--- src/rtl/sar_adc_pkg.sv ---
// Shared types and helpers for the multi-channel SAR ADC controller.
package sar_adc_pkg;

    typedef enum logic [1:0] {
        S_IDLE,
        S_SAMPLE,
        S_CONVERT,
        S_DONE
    } sar_state_t;

    // Upper bound on channel count handled by the channel-search helper.
    localparam int MAX_CH = 64;

    function automatic int ch_w(input int n_channels);
        return (n_channels > 1) ? $clog2(n_channels) : 1;
    endfunction

    // Lowest set bit of mask at index >= from; MAX_CH when none remains.
    function automatic int next_enabled(input logic [MAX_CH-1:0] mask, input int from);
        int res;
        res = MAX_CH;
        for (int i = MAX_CH - 1; i >= 0; i--) begin
            if (mask[i] && (i >= from)) begin
                res = i;
            end
        end
        return res;
    endfunction

endpackage

--- src/rtl/sar_adc_tick_gen.sv ---
// Purpose: divides clk by CLK_DIV into a one-cycle bit-cycle tick, with synchronous clear.
// Latency: tick fires in the cycle where the counter reaches CLK_DIV-1 (CLK_DIV cycles after clear).
// Backpressure: none; free-running while clr is low.
module sar_adc_tick_gen #(
    parameter int CLK_DIV = 2
) (
    input  logic clk,
    input  logic reset,
    input  logic clr,
    output logic tick
);

    localparam int CW = (CLK_DIV > 1) ? $clog2(CLK_DIV) : 1;
    localparam logic [CW-1:0] LAST = CW'(CLK_DIV - 1);

    logic [CW-1:0] cnt;

    always_ff @(posedge clk) begin
        if (reset || clr) begin
            cnt <= '0;
        end else if (cnt == LAST) begin
            cnt <= '0;
        end else begin
            cnt <= cnt + CW'(1);
        end
    end

    assign tick = !clr && (cnt == LAST);

endmodule

--- src/rtl/sar_adc_multichannel.sv ---
// Purpose: multi-channel SAR ADC controller; scans a latched channel mask, one eoc per channel.
// Latency: eoc (N_BITS+1)*CLK_DIV+1 cycles after start acceptance or after the previous eoc.
// Backpressure: none; start ignored while busy. SAR_ADC_SCAN_EN adds continuous scanning.
module sar_adc_multichannel
    import sar_adc_pkg::*;
#(
    parameter int  N_BITS     = 10,
    parameter int  N_CHANNELS = 4,
    parameter int  CLK_DIV    = 2,
    localparam int CH_W       = ch_w(N_CHANNELS)
) (
    input  logic                         clk,
    input  logic                         reset,
    input  logic                         start_digital,
    input  logic [N_CHANNELS-1:0]        channel_mask_digital,
    input  logic [N_CHANNELS*N_BITS-1:0] input_voltage_real,
`ifdef SAR_ADC_SCAN_EN
    input  logic                         scan_digital,
`endif
    output logic [N_BITS-1:0]            output_result_digital,
    output logic [CH_W-1:0]              result_channel_digital,
    output logic                         eoc,
    output logic                         last_digital,
    output logic                         busy_digital
);

    sar_state_t          state;
    logic [N_CHANNELS-1:0] mask_q;
    logic [CH_W-1:0]     cur_ch;
    logic [N_BITS-1:0]   hold_q;
    logic [N_BITS-1:0]   acc_q;
    logic [N_BITS-1:0]   trial_q;

    logic                tick;
    logic                tick_clr;
    logic [N_BITS-1:0]   sel_code;
    logic [N_BITS-1:0]   cand;
    int                  first_idx;
    int                  nxt_idx;
    logic                has_next;

    // Counter restarts whenever a SAMPLE phase is about to begin.
    assign tick_clr = (state == S_IDLE) || (state == S_DONE);

    sar_adc_tick_gen #(
        .CLK_DIV (CLK_DIV)
    ) u_tick (
        .clk   (clk),
        .reset (reset),
        .clr   (tick_clr),
        .tick  (tick)
    );

    assign sel_code  = input_voltage_real[int'(cur_ch)*N_BITS +: N_BITS];
    assign cand      = acc_q | trial_q;
    assign first_idx = next_enabled(MAX_CH'(channel_mask_digital), 0);
    assign nxt_idx   = next_enabled(MAX_CH'(mask_q), int'(cur_ch) + 1);
    assign has_next  = (nxt_idx < N_CHANNELS);

    always_ff @(posedge clk) begin
        if (reset) begin
            state                  <= S_IDLE;
            mask_q                 <= '0;
            cur_ch                 <= '0;
            hold_q                 <= '0;
            acc_q                  <= '0;
            trial_q                <= '0;
            output_result_digital  <= '0;
            result_channel_digital <= '0;
            eoc                    <= 1'b0;
            last_digital           <= 1'b0;
            busy_digital           <= 1'b0;
        end else begin
            eoc          <= 1'b0;
            last_digital <= 1'b0;
            case (state)
                S_IDLE: begin
                    if (start_digital && (|channel_mask_digital)) begin
                        mask_q       <= channel_mask_digital;
                        cur_ch       <= CH_W'(first_idx);
                        busy_digital <= 1'b1;
                        state        <= S_SAMPLE;
                    end
                end
                S_SAMPLE: begin
                    if (tick) begin
                        hold_q          <= sel_code;
                        acc_q           <= '0;
                        trial_q         <= '0;
                        trial_q[N_BITS-1] <= 1'b1;
                        state           <= S_CONVERT;
                    end
                end
                S_CONVERT: begin
                    if (tick) begin
                        if (hold_q >= cand) begin
                            acc_q <= cand;
                        end
                        trial_q <= trial_q >> 1;
                        if (trial_q[0]) begin
                            state <= S_DONE;
                        end
                    end
                end
                S_DONE: begin
                    output_result_digital  <= acc_q;
                    result_channel_digital <= cur_ch;
                    eoc                    <= 1'b1;
                    if (has_next) begin
                        cur_ch <= CH_W'(nxt_idx);
                        state  <= S_SAMPLE;
                    end else begin
                        last_digital <= 1'b1;
`ifdef SAR_ADC_SCAN_EN
                        // Continuous scan: next round starts straight from DONE, no IDLE gap.
                        if (scan_digital && (|channel_mask_digital)) begin
                            mask_q <= channel_mask_digital;
                            cur_ch <= CH_W'(first_idx);
                            state  <= S_SAMPLE;
                        end else begin
                            if (scan_digital) begin
                                mask_q <= channel_mask_digital;
                            end
                            busy_digital <= 1'b0;
                            state        <= S_IDLE;
                        end
`else
                        busy_digital <= 1'b0;
                        state        <= S_IDLE;
`endif
                    end
                end
                default: begin
                    busy_digital <= 1'b0;
                    state        <= S_IDLE;
                end
            endcase
        end
    end

endmodule

--- config.mk ---
export PLATFORM = sky130hd
export DESIGN_NAME = sar_adc_multichannel
export DESIGN_NICKNAME = d
export VERILOG_FILES = /design/src/rtl/sar_adc_pkg.sv /design/src/rtl/sar_adc_tick_gen.sv /design/src/rtl/sar_adc_multichannel.sv
export SDC_FILE = /design/constraint.sdc
export NUM_CORES = 1
export LEC_CHECK = 0
export ABC_AREA = 1
export CORE_UTILIZATION = 45
export DETAILED_ROUTE_END_ITERATION = 12
export PLACE_DENSITY = 0.76
export SLEW_MARGIN = 25
export SYNTH_ARGS = -nofsm -noshare
export SYNTH_HDL_FRONTEND = slang
export SYNTH_HIERARCHICAL = 1
export SYNTH_SLANG_ARGS = --single-unit
--- constraint.sdc ---
create_clock -name clk -period 1.6 [get_ports clk]
set_input_delay 0.32 -clock clk [delete_from_list [all_inputs] [get_ports clk]]
set_output_delay 0.32 -clock clk [all_outputs]
set_load 0.01 [all_outputs]
# Yosys cells after proc, flatten, opt, wreduce, memory -nomap -nowiden
# Index checks and enable logic that the tools add are counted.
[classes]
div = 0
mux = 29
add_sub_neg = 2
n_shift = 1
n_bitwise = 2
order_cmp = 6
n_reduce_logical = 22
n_mul = 1
n_eq_ne = 10
[op_table]
columns = ["op", "count"]
rows = [
  ["32-bit 2-to-1 mux", 2],
  ["10-bit 2-to-1 mux", 5],
  ["10-bit one-hot mux with 2 select lines", 2],
  ["40-bit by 7-bit indexed part select with 10-bit output", 1],
  ["32-bit by 4-bit < comparator with 1-bit output (second input constant)", 1],
  ["2-bit 2-to-1 mux", 10],
  ["7-bit 2-to-1 mux", 2],
  ["2-bit != test (second input constant)", 6],
  ["10-bit greater-or-equal comparator", 1],
  ["10-bit bitwise OR", 1],
  ["3-bit AND reduction", 3],
  ["2-bit one-hot mux with 4 select lines", 1],
  ["4-bit AND reduction", 2],
  ["1-bit by 3-bit greater-or-equal comparator with 1-bit output (first input constant)", 2],
  ["2-bit by 3-bit greater-or-equal comparator with 1-bit output (first input constant)", 2],
  ["1-bit logical AND", 6],
  ["2-bit by 3-bit multiplier with 5-bit output (second input constant)", 1],
  ["1-bit 2-to-1 mux", 5],
  ["2-bit equality test (second input constant)", 2],
  ["2-bit one-hot mux with 2 select lines", 1],
  ["2-bit AND reduction", 2],
  ["2-bit nonzero test", 2],
  ["2-bit OR reduction", 2],
  ["4-bit OR reduction", 1],
  ["other kinds (9)", 10],
]
[totals]
latchBits = 0
rom_bits = 0
wordCells = 85
mem_bits_rw = 0
out_inout_bits = 15
inputBits = 47
reg_bits = 54
n_memories = 0

# Depth between registers and ports, before layout
[logic_depth]
depth_word = 10
ltp_mapped = 14
mapped_depth_nobuf = 13

# Modules after synthesis
# The synthesis kept the hierarchy.
[by_module_without_submodules]
columns = ["module", "cells_each", "area_each_um2", "instances", "seq_area_each_um2"]
rows = [
  ["sar_adc_multichannel", 401, 2706.3, 1, 1041.0],
  ["sar_adc_tick_gen", 6, 41.3, 1, 20.0],
]

# Least setup slack after synthesis
# OpenSTA, ideal clock, no wires.
[synth_timing]
kind = "register -> register"
from = "register state[0]"
to = "register trial_q[0]"
t_required_ns = 1.472
period_less_slack_ns = 1.647
setup_time_ns = 0.128
slack_ns = -0.047
path_buffers = 1
t_arrival_ns = 1.519
stages_incl_launch_ff = 11
path_cell_list = "dfxtp_1 -> inv_1 -> ha_1 -> inv_1 -> nor2_1 -> nand2_1 -> nand2_2 -> buf_2 -> o22ai_1 -> inv_1 -> nor2_1"
[synth_between]
elab_chain_len = 6
elab_cells_between_ends = 12
cone_classes = "eq/ne: 5; mux: 1; reduce/logical: 6"
[synth_rtl]
columns = ["item", "line", "rtl"]
rows = [
  ["start, declared", "sar_adc_multichannel.sv:27", "sar_state_t state;"],
  ["start signal, assigned", "sar_adc_multichannel.sv:62", "state <= S_IDLE;"],
  ["start signal, assigned", "sar_adc_multichannel.sv:82", "state <= S_SAMPLE;"],
  ["start signal, assigned", "sar_adc_multichannel.sv:91", "state <= S_CONVERT;"],
  ["2-bit equality test or 2-bit zero test (tied branches)", "sar_adc_multichannel.sv:43", "assign tick_clr = (state == S_IDLE) || (state == S_DONE);"],
  ["1-bit logical OR (*)", "sar_adc_multichannel.sv:43", ""],
  ["named net tick_clr", "sar_adc_multichannel.sv:35", "logic tick_clr;"],
  ["1-bit zero test (*)", "sar_adc_tick_gen.sv:28", "assign tick = !clr && (cnt == LAST);"],
  ["1-bit logical AND (*)", "sar_adc_tick_gen.sv:28", ""],
  ["named net tick", "sar_adc_multichannel.sv:34", "logic tick;"],
  ["2-bit != test (no line)", "--", ""],
  ["3-bit AND reduction (no line) (*)", "--", ""],
  ["end signal, assigned", "sar_adc_multichannel.sv:99", "trial_q <= trial_q >> 1;"],
  ["end, declared", "sar_adc_multichannel.sv:32", "logic [N_BITS-1:0] trial_q;"],
]
# Mark *: on every way through the listed nets, which the timed path passes. The rest lies on a longest branch.
# A chain may end at the register's enable or synchronous reset.

# Worst setup path after layout
[layout_timing]
from = "register trial_q[0]"
to = "register acc_q[8]"
[layout_between]
elab_chain_len = 4
[layout_rtl]
columns = ["item", "line", "rtl"]
rows = [
  ["10-bit bitwise OR", "sar_adc_multichannel.sv:55", "assign cand = acc_q | trial_q;"],
  ["10-bit greater-or-equal comparator", "sar_adc_multichannel.sv:96", "if (hold_q >= cand) begin"],
  ["2-bit != test (no line)", "--", ""],
  ["4-bit AND reduction (no line)", "--", ""],
  ["end signal, assigned", "sar_adc_multichannel.sv:97", "acc_q <= cand;"],
  ["end, declared", "sar_adc_multichannel.sv:31", "logic [N_BITS-1:0] acc_q;"],
]
# No other way between the ends.

==> insert_results.sql <==
INSERT INTO impl_metrics (metric_group, metric, value, unit) VALUES
('synthesis', 'synth_seq_area_share', '38.6', '%'),
('sta', 'slew-limit-headroom', '81.4', '%'),
('sta', 'worst-slew-pin-transition', '0.279', 'ns'),
('power_and_ir_drop', 'total_switching_power', '2290', 'µW'),
('floorplanning', 'die_h', '80.1', 'µm'),
('global_routing', 'via_count_of_the_first_global_routing_pass', '2746', ''),
('finish', 'fillerInstances', '452', ''),
('finish', 'mostFrequentLayoutCell', 'nor2_1', ''),
('worst_hold_path', 'hold-path-cell-count', '2', ''),
('sta', 'achievable-frequency', '589', 'MHz'),
('clock_network', 'cts_tree', 'done', ''),
('synthesis', 'synth_area_per_cell', '6.75', 'µm²'),
('status', 'status', 'complete, but fails checks', ''),
('synthesis', 'gate_count_after_technology_mapping', '407', ''),
('setup_path', 'timing_worst_setup_path_type', 'reg2reg', ''),
('sta', 'timing.final.crit_period', '1.70', 'ns'),
('finish', 'area.growth.synth_to_final', '51.9', '%'),
('setup_path', 'crit_path_end_kind', 'flip-flop', ''),
('clock_network', 'numCtsBuffers', '5', ''),
('sta', 'post-route-worst-setup-slack', '-0.0988', 'ns'),
('synthesis', 'yosysTopAreaCellShare', '38.6', '%'),
('power_and_ir_drop', 'powerDensity', '1320', 'nW/µm²'),
('setup_path', 'peak_fanout_along_the_critical_path', '6', ''),
('synthesis', 'synth-edff-count', '0', ''),
('global_routing', 'global_route.usage.total', '24.5', '%'),
('run', 'maxCapViolCount', '0', ''),
('finish', 'final_net_count', '557', ''),
('routing', 'drcViolationCount', '0', ''),
('power_and_ir_drop', 'sw_frac_of_total', '41.5', '%'),
('clock_network', 'cts-htree-levels', '2', ''),
('floorplanning', 'initial_core_utilization', '46.4', '%'),
('clock_network', 'clock_pin_slew_on_the_worst_setup_and_hold_paths', '0.10', 'ns'),
('routing', 'routedWlPerCell', '15.3', 'µm'),
('finish', 'final-seq-area', '1090', 'µm²'),
('finish', 'final_area', '4170', 'µm²'),
('sta', 'hold_viol', '0', ''),
('synthesis', 'yosys_register_bits', '53', ''),
('setup_path', 'reg2reg_to', 'acc_q[8]$_SDFFE_PP0P_', ''),
('sta', 'hold_ws', '0.455', 'ns'),
('clock_network', 'clock_sink_count', '53', ''),
('setup_path', 'ff2ff_path_depth', '13', ''),
('floorplanning', 'die_x', '80.1', 'µm'),
('finish', 'drive_above_1_share', '25.3', '%'),
('floorplanning', 'placeableCoreArea', '5920', 'µm²'),
('placed_design', 'placed_area', '3570', 'µm²'),
('worst_hold_path', 'hold_path.startpoint', 'mask_q[3]$_SDFFE_PP0P_', ''),
('status', 'violations_in_the_final_reports', 'setup timing', ''),
('finish', 'multiInputGateArea', '1710', 'µm²'),
('floorplanning', 'area_of_the_die', '6420', 'µm²'),
('clock_network', 'cts_max_path_buffers', '2', ''),
('sta', 'setup_viol_count_final', '12', ''),
('synthesis', 'synthDistinctLibCells', '23', ''),
('power_and_ir_drop', 'leakage_component_of_the_power', '0.00176', 'µW'),
('worst_hold_path', 'hold_path_class', 'reg2reg', ''),
('power_and_ir_drop', 'cellInternalPower', '3230', 'µW'),
('global_routing', 'grt_pass1_wl', '12.2', 'mm'),
('setup_path', 'crit_path_start_kind', 'flip-flop', ''),
('sta', 'slew_viol_final', '0', ''),
('worst_hold_path', 'min_delay_worst_endpoint', 'mask_q[3]$_SDFFE_PP0P_', ''),
('setup_path', 'worst-r2r-setup-slack', '-0.1', 'ns'),
('routing', 'dr.pass1.iters', '5', ''),
('placed_design', 'detailedPlacementHpwl', '5.33', 'mm'),
('setup_path', 'worst_ep_required_time', '1.83', 'ns'),
('sta', 'skew', '0.0116', 'ns'),
('clock_network', 'cts_root_buffer', 'clkbuf_8', ''),
('clock_network', 'clk-insertion-delay-late', '0.31', 'ns'),
('placed_design', 'post-place-cells', '550', ''),
('global_routing', 'number_of_antenna_violations_at_the_first_check_in_global_routing', '0', ''),
('sta', 'finalSetupTns', '-0.474', 'ns'),
('synthesis', 'yosysTopAreaCell', 'dfxtp_1', ''),
('synthesis', 'syn-cell-area', '2750', 'µm²');
-- layout make-up --
cell class	instances	area share, %
clock inverters	1	0.120
clock buffers	5	1.65
repair buffers	98	22.9
multi-input cells	273	41.0
flip-flops and latches	53	26.0
well taps	75	2.25
inverters	65	6.03
-- per-stage QoR --
stage	util, %	total power (µW)
2_1_floorplan	-	3120
3_3_place_gp	60.3	3900
3_5_place_dp	60.3	3980
4_1_cts	64.3	5000
5_1_grt	70.5	5870
6_report	70.5	5520
-- logic make-up after synthesis --
logic type / after synthesis / share of synthesized area, %
AO/OA/AOI/OAI: 111 / 21.2
adder cells (fa/ha/maj): 14 / 6.38
buffers and inverters: 84 / 12.3
flip-flops: 53 / 38.6
AND/OR/NAND/NOR: 145 / 21.5
-- metal layers --
layer | up-vias | part of all wire (%) | GRT usage, %
met5 | - | 0 | 0
met4 | 0 | 3.1 | 6.79
met3 | 27 | 5.3 | 4.09
met2 | 95 | 53 | 44.8
met1 | 1392 | 39 | 29.4
li1 | 1489 | - | -
-- worst max-delay path: stages, from the launching register on --
cell and delay [ns]:
dfxtp_2 0.35, inv_2 0.08, nand2_4 0.06, ha_4 0.26
inv_2 0.03, nand2_1 0.05, nand2_1 0.06, nand2_2 0.09
nand3_4 0.10, nand3_4 0.16, nand2_8 0.10, nand2_2 0.08
nand2_1 0.06, nor2_1 0.15
-- state kept, by name, summed over array words and instances (netlist names) --
| name | count |
|---|---|
| u_tick/cnt | 1 |
| cur_ch | 2 |
| acc_q | 10 |
| eoc | 1 |
| state | 2 |
| mask_q | 3 |
| trial_q | 10 |
| result_channel_digital | 2 |
| hold_q | 10 |
| last_digital | 1 |
| output_result_digital | 10 |
| busy_digital | 1 |
-- timing repair --
| action | in CTS | in global routing |
|---|---|---|
| pin swaps | 12 | 30 |
| resized for setup | 34 | 70 |
| setup endpoints to repair | 23 | 34 |
| buffers inserted | 2 | 8 |
| gates cloned | 3 | 1 |
-- synth_stat cells (3+ instances only) --
master and number:
nor2_1 74, inv_1 61, clkbuf_1 15, a21oi_1 33, o21ai_1 4, nor2_2 3
ha_1 14, dfxtp_1 53, o21ai_0 54, nand3_1 10, o22ai_1 19, nand2_1 53
-- worst max path at each step --
stage,start,to,slack (ns),depth (start not counted)
after floorplan,state[0]$_SDFFE_PP0P_,trial_q[0]$_SDFFE_PP0P_,0.03,10
after CTS,acc_q[9]$_SDFFE_PP0P_,acc_q[3]$_SDFFE_PP0P_,-0.001,9
after detailed placement,trial_q[0]$_SDFFE_PP0P_,acc_q[7]$_SDFFE_PP0P_,-0.09,13
final,trial_q[0]$_SDFFE_PP0P_,acc_q[8]$_SDFFE_PP0P_,-0.1,13
after global placement,channel_mask_digital[2],cur_ch[0]$_SDFFE_PP0P_,-0.04,10
after global routing,acc_q[0]$_SDFFE_PP0P_,acc_q[8]$_SDFFE_PP0P_,-0.17,13
-- power by group through the flow --
stage | Combinational (µW) | Clock [µW] | Sequential, µW
final | 3110 | 721 | 1690
after global routing | 3400 | 765 | 1710
after CTS | 2630 | 715 | 1650
after detailed placement | 2300 | 0 | 1680
after global placement | 2230 | 0 | 1670
after floorplan | 1420 | 0 | 1700
No activity file was read; power rests on OpenSTA's default activity.
